===== src/rtl/imem_fetch.sv =====
// Instruction memory with a program-write port and a one-deep fetch response register.
// Latency 1 from accept to rsp_valid; a stalled response holds and blocks new requests.
`ifndef WORD_WIDTH
`define WORD_WIDTH 32
`endif

module imem_fetch #(
    parameter int                    WORD_WIDTH = `WORD_WIDTH,
    parameter int                    ADDR_BITS  = 6,
    parameter bit                    BYTE_ADDR  = 1'b0,
    parameter logic [WORD_WIDTH-1:0] NOP_WORD   = '0
) (
    input  logic                  clk,
    input  logic                  rst,
    input  logic                  prog_en,
    input  logic [ADDR_BITS-1:0]  prog_addr,
    input  logic [WORD_WIDTH-1:0] prog_data,
    input  logic                  flush,
    input  logic                  req_valid,
    output logic                  req_ready,
    input  logic [WORD_WIDTH-1:0] req_addr,
    output logic                  rsp_valid,
    input  logic                  rsp_ready,
    output logic [WORD_WIDTH-1:0] rsp_instr,
    output logic                  rsp_err,
    output logic [15:0]           fetch_count
);

    localparam int DEPTH     = 2 ** ADDR_BITS;
    localparam int IDX_LSB   = BYTE_ADDR ? 2 : 0;
    localparam int FIELD_TOP = ADDR_BITS + IDX_LSB;

    logic [WORD_WIDTH-1:0] mem_q [DEPTH];
    logic [DEPTH-1:0]      wr_flag_q;

    logic                  rsp_valid_q, rsp_valid_d;
    logic [WORD_WIDTH-1:0] rsp_instr_q, rsp_instr_d;
    logic                  rsp_err_q, rsp_err_d;
    logic [15:0]           fetch_count_q, fetch_count_d;

    logic [ADDR_BITS-1:0]  fetch_idx;
    logic [WORD_WIDTH-1:0] addr_hi;
    logic                  out_of_range;
    logic                  misaligned;
    logic                  fetch_err;
    logic [WORD_WIDTH-1:0] fetch_word;
    logic                  accept;

    // Data words carry no reset; the written-flags alone decide whether a word is visible.
    always_ff @(posedge clk) begin
        if (prog_en) begin
            mem_q[prog_addr] <= prog_data;
        end
    end

    always_ff @(posedge clk or posedge rst) begin
        if (rst) begin
            wr_flag_q <= '0;
        end else if (prog_en) begin
            wr_flag_q[prog_addr] <= 1'b1;
        end
    end

    always_comb begin
        fetch_idx    = req_addr[IDX_LSB +: ADDR_BITS];
        addr_hi      = req_addr >> FIELD_TOP;
        out_of_range = |addr_hi;
        misaligned   = BYTE_ADDR && (req_addr[1:0] != 2'b00);
        fetch_err    = out_of_range || misaligned;
        if (fetch_err || !wr_flag_q[fetch_idx]) begin
            fetch_word = NOP_WORD;
        end else begin
            fetch_word = mem_q[fetch_idx];
        end
    end

    // A program write blocks fetches outright, so a same-word write/fetch cannot collide.
    assign req_ready = !prog_en && !flush && (!rsp_valid_q || rsp_ready);
    assign accept    = req_valid && req_ready;

    always_comb begin
        rsp_valid_d   = rsp_valid_q;
        rsp_instr_d   = rsp_instr_q;
        rsp_err_d     = rsp_err_q;
        fetch_count_d = fetch_count_q;

        if (flush) begin
            rsp_valid_d = 1'b0;
        end else if (accept) begin
            rsp_valid_d = 1'b1;
            rsp_instr_d = fetch_word;
            rsp_err_d   = fetch_err;
        end else if (rsp_ready) begin
            rsp_valid_d = 1'b0;
        end

        if (rsp_valid_q && rsp_ready) begin
            fetch_count_d = fetch_count_q + 16'd1;
        end
    end

    always_ff @(posedge clk or posedge rst) begin
        if (rst) begin
            rsp_valid_q   <= 1'b0;
            rsp_instr_q   <= NOP_WORD;
            rsp_err_q     <= 1'b0;
            fetch_count_q <= 16'd0;
        end else begin
            rsp_valid_q   <= rsp_valid_d;
            rsp_instr_q   <= rsp_instr_d;
            rsp_err_q     <= rsp_err_d;
            fetch_count_q <= fetch_count_d;
        end
    end

    assign rsp_valid   = rsp_valid_q;
    assign rsp_instr   = rsp_instr_q;
    assign rsp_err     = rsp_err_q;
    assign fetch_count = fetch_count_q;

endmodule


===== config.mk =====
export PLATFORM = sky130hd
export DESIGN_NAME = imem_fetch
export DESIGN_NICKNAME = d
export VERILOG_FILES = /design/src/rtl/imem_fetch.sv
export SDC_FILE = /design/constraint.sdc
export NUM_CORES = 2
export LEC_CHECK = 0
export ABC_CLOCK_PERIOD_IN_PS = 3900
export CAP_MARGIN = 5
export CORE_UTILIZATION = 35
export DETAILED_ROUTE_END_ITERATION = 10
export HOLD_SLACK_MARGIN = 0.05
export PLACE_DENSITY = 0.58
export SLEW_MARGIN = 20
export SYNTH_ARGS = -nofsm -noshare
export SYNTH_HDL_FRONTEND = slang
export SYNTH_SLANG_ARGS = --single-unit

===== constraint.sdc =====
create_clock -name clk -period 3.9 [get_ports clk]
set_input_delay 0.585 -clock clk [delete_from_list [all_inputs] [get_ports clk]]
set_output_delay 0.585 -clock clk [all_outputs]
set_load 0.005 [all_outputs]

Word level (Yosys, flattened, before mapping) --
Memory sizes are Yosys's and may differ from the RTL's. Cells that the tools add are included.
Word-level totals: register bits 114, bits in writable memories 2048, logic and storage cells 36, memories kept 1
Cells by class: add/subtract/negate cells 1, magnitude comparators 3, multiplexer cells 10, bitwise logic cells 2, reduce and logical (&&, ||, !) cells 14
Memory list:
- mem_q | words 64, width 32, read ports 1, clocked after memory_dff 0, write ports 1, line 33 | logic [WORD_WIDTH-1:0] mem_q [DEPTH];
Operators with widths (number):
- 64-bit OR | 1
- 32-bit two-way mux | 1
- 26-bit OR reduction | 1
- 16-bit by 1-bit adder with 16-bit output (second input constant) | 1
- 6-bit by 7-bit less-than comparator with 1-bit output (second input constant) | 2
- 1-bit two-way mux | 7
- 1-bit binary-select mux with 6-bit select | 1
- 1-bit demux with 6-bit select | 1
- 6-bit by 1-bit >= comparator with 1-bit output (second input constant) | 1
- 1-bit logical AND | 5
- 1-bit zero test | 4
- 3-bit nonzero test | 1
- 1-bit logical OR | 2
- 2-bit AND reduction | 1
- 1-bit NOT | 1

Longest topological paths before layout --
depth in word-level cells 6, depth in mapped cells 10, gate-level depth less buffers 6

Worst setup path before layout --
Ideal clock, no wire load.
path kind in2reg, from in prog_addr[3], to mem mem_q[14][0] in the netlist's numbering (enable), setup time 422 ps, arrival 2832 ps, required time 3478 ps, setup slack 646 ps, stages on the path 4, buffers on the path 2, path through clkbuf_1 or3b_2 clkbuf_1 nor2_1
RTL lines:
- from (decl) | line 16 | input logic [ADDR_BITS-1:0] prog_addr,
- to (decl) | line 33
Straight into the memory's write port.

Final worst setup path --
from in prog_en, to out req_ready
On the way: cells in the longest elaborated chain, start to end 3
RTL lines:
- from (decl) | line 15 | input logic prog_en,
- 1-bit zero test | line 78 | assign req_ready = !prog_en && !flush && (!rsp_valid_q || rsp_ready);
- 1-bit logical AND (2 in series) | line 78
- to (decl) | line 20 | output logic req_ready,
No other way between the ends.

==> results.json <==
{
  "clk_latency_ps": 860,
  "worstHoldPathCells": 3,
  "drv_slew": 0,
  "final_cell_mix": "edfxtp_1 (2048), mux4_2 (644), clkbuf_16 (210)",
  "drt_iter0_markers": 4075,
  "reg2reg_depth": 6,
  "hp-start": "req_addr[4]",
  "finalHoldViolations": 0,
  "antenna_found_initial": 36,
  "synthTopCellsByArea": "edfxtp_1 (74%), mux4_2 (18%), dfrtp_1 (3.5%)",
  "clk_pin_slew_ps": 60,
  "cpMaxStageDelayCell": "clkdlybuf4s50_1",
  "vias_per_cell": 5.43,
  "syn-num-nets": 3532,
  "crit_type": "primary input to output pin",
  "io_buffers": 126,
  "skew_ps": 69.1,
  "ys_types": 45,
  "powerDensity_mw_per_mm2": 500,
  "grt.busiest_layer": "met2",
  "dr.pass1.iters": 6,
  "met1_usage": 0.252,
  "min_period_over_period": 0.828,
  "clk_path_buf_depth": 3,
  "grt_pass1_vias": 39600,
  "wire_per_inst_um": 31.0,
  "hold_end": "rsp_instr[28]",
  "post-place-ws_ps": 299,
  "die-area_mm2": 0.238,
  "layout.cells.most_common": "edfxtp_1",
  "htree_levels": 4,
  "layout.nets": 3879,
  "fin_ws_ps": 669,
  "rrSetupSlack_ps": 1410,
  "die_width_um": 488,
  "yosysTopAreaCellShare": 0.745,
  "io_pins": 127,
  "syn2layout_area_growth_pct": 17.1,
  "cts_num_sinks": 2162,
  "synth-seq-cells": 2162,
  "core_mm2": 0.234,
  "syn_inst": 3455,
  "holdCritPathClass": "primary input to flip-flop",
  "crit_start": "prog_en",
  "syn_avg_cell_area_um2": 23.9,
  "fin_crit_ps": 3230,
  "cts_root_buffer": "clkbuf_16",
  "cap_violations": 0,
  "numCtsBuffers": 209,
  "fmaxAchievable_ghz": 0.309,
  "post_cts_buffers": 0,
  "reg2reg_from": "mem_q[12][12]",
  "die-height_um": 488,
  "drcViolationCount": 0,
  "cp_num_buf_inv": 2,
  "cp-end-kind": "output pin",
  "synthArstFlopShare": 0.0527,
  "grt_pass1_wl_mm": 309,
  "grt_max_degree": 77,
  "wirelength_mm": 221,
  "slew_headroom": 0.268,
  "synth_warnings": 0,
  "startpoint_type": "primary input",
  "synth-edff-count": 2048,
  "place.gp.congestion": 0.768,
  "drive_gt1_frac": 0.332,
  "cpMostUsedCell": "clkdlybuf4s50_1",
  "cp.required_ps": 3310,
  "dp_hpwl_mm": 118,
  "synthFlopType": "edfxtp_1",
  "cts_resized": 0,
  "dpl.cell_count": 6723,
  "power_uw": 48400,
  "critical-path-max-stage-delay_ps": 690,
  "yosys.area.top_type": "edfxtp_1",
  "overflow": 0,
  "fin_tns_setup_ps": 0,
  "ant_nets": 0,
  "arrival_ps": 2650,
  "irDropWorstVdd_mv": 0.467,
  "synth-seq-area-share": 0.779,
  "cts_tree": "done",
  "grt_use_total": 0.187,
  "r2r-end": "rsp_instr[12]",
  "status": "completed",
  "rows": 177,
  "critPathTopFamily": "buffers and inverters",
  "route.vias.total": 38700,
  "netlist_area_mm2": 0.0826,
  "setup_viol": 0,
  "use_met3": 0.0442,
  "use_met2": 0.299,
  "tightestPinTransition_ps": 1100,
  "path_cells": "clkdlybuf4s50_1, nor2_1, and2_1, clkdlybuf4s50_1",
  "rsz0062_at_grt": "no",
  "hold_buffers": 0,
  "leakage_uw": 0.0303,
  "layoutNonFillerInstCount": 7130,
  "start_util": 0.354,
  "crit_fanout": 3
}
## sequential cells by signal (all words and copies together) (netlist names)
| register | flops |
|---|---|
| wr_flag_q | 64 |
| fetch_count | 16 |
| rsp_instr | 32 |
| rsp_valid | 1 |
| rsp_err | 1 |
| mem_q | 2048 |
## synthesized netlist by cell type (4+ instances only)
master    number
a211oi_1       4
a21oi_1       33
and2_1         5
buf_1         27
buf_2         60
buf_4         12
buf_6         11
clkbuf_1      66
dfrtp_1      114
edfxtp_1    2048
inv_1          4
mux2_2        33
mux2i_1       44
mux4_2       644
nand2_1       57
nand2b_1       5
nand3_1       15
nand4_1        7
nor2_1        99
nor2b_1        8
nor3_1         6
nor4_1         7
o211ai_1       4
o21ai_0        4
o21ai_1       30
o221ai_1       4
or2_2         65
xnor2_1       12
## layout make-up
| cell class | count | area [µm²] |
|---|---|---|
| antenna | 15 | 37.5 |
| clock buffer | 283 | 5630 |
| clock inverter | 109 | 1140 |
| fill | 20100 | 137000 |
| inverter | 4 | 20.0 |
| multi-input combinational | 1113 | 17900 |
| sequential | 2162 | 64400 |
| tap | 3132 | 3920 |
| timing repair buffer | 312 | 3770 |
## stage by stage
stage                     instance area, µm²   util  hold slack, ps
after floorplan                        82600      -             434
after global placement                 89900  0.385             445
after detailed placement               89900  0.385             447
after CTS                              96600  0.414             137
after global routing                   96700  0.414             184
final                                  96700  0.414             209
## how the worst max path moves through the flow
stage	end	slack (ps)	cells past startpoint
global placement	rsp_instr[24]	300	8
global route	req_ready	700	4
CTS	req_ready	620	4
detailed placement	rsp_instr[6]	300	10
floorplan	fetch_count[0]	300	1
finish	req_ready	670	4
## logic make-up (layout without fill, tap and decap cells)
| family | after synthesis | in the layout | share of synthesized area |
|---|---|---|---|
| compound gates | 93 | 93 | 0.00665 |
| buf+inv | 180 | 708 | 0.0106 |
| simple gates | 283 | 283 | 0.0165 |
| flops | 2162 | 2162 | 0.779 |
| mux | 721 | 721 | 0.185 |
| other cells | 0 | 15 | 0 |
| xor+xnor | 15 | 15 | 0.00159 |
| fa+ha+maj | 1 | 1 | 0.000151 |
## routing by layer
layer  wire [µm]  up-vias
met4        6000       12
met3       17300      286
met2      108000     1390
met1       89200    21600
li1            -    15500
met5          82        -
## tightest hold or removal path: stages
cell	delay (ps)
buf_4	210
a21oi_1	160
o21ai_1	60
## power breakdown
part / total [µW] / switching, µW / leakage, µW / internal [µW]
logic: 2630 / 1450 / 0.00707 / 1180
clock network: 19900 / 8770 / 0.00327 / 11200
registers: 25800 / 118 / 0.0199 / 25700
Note: power is estimated with default switching activity, not from simulation.
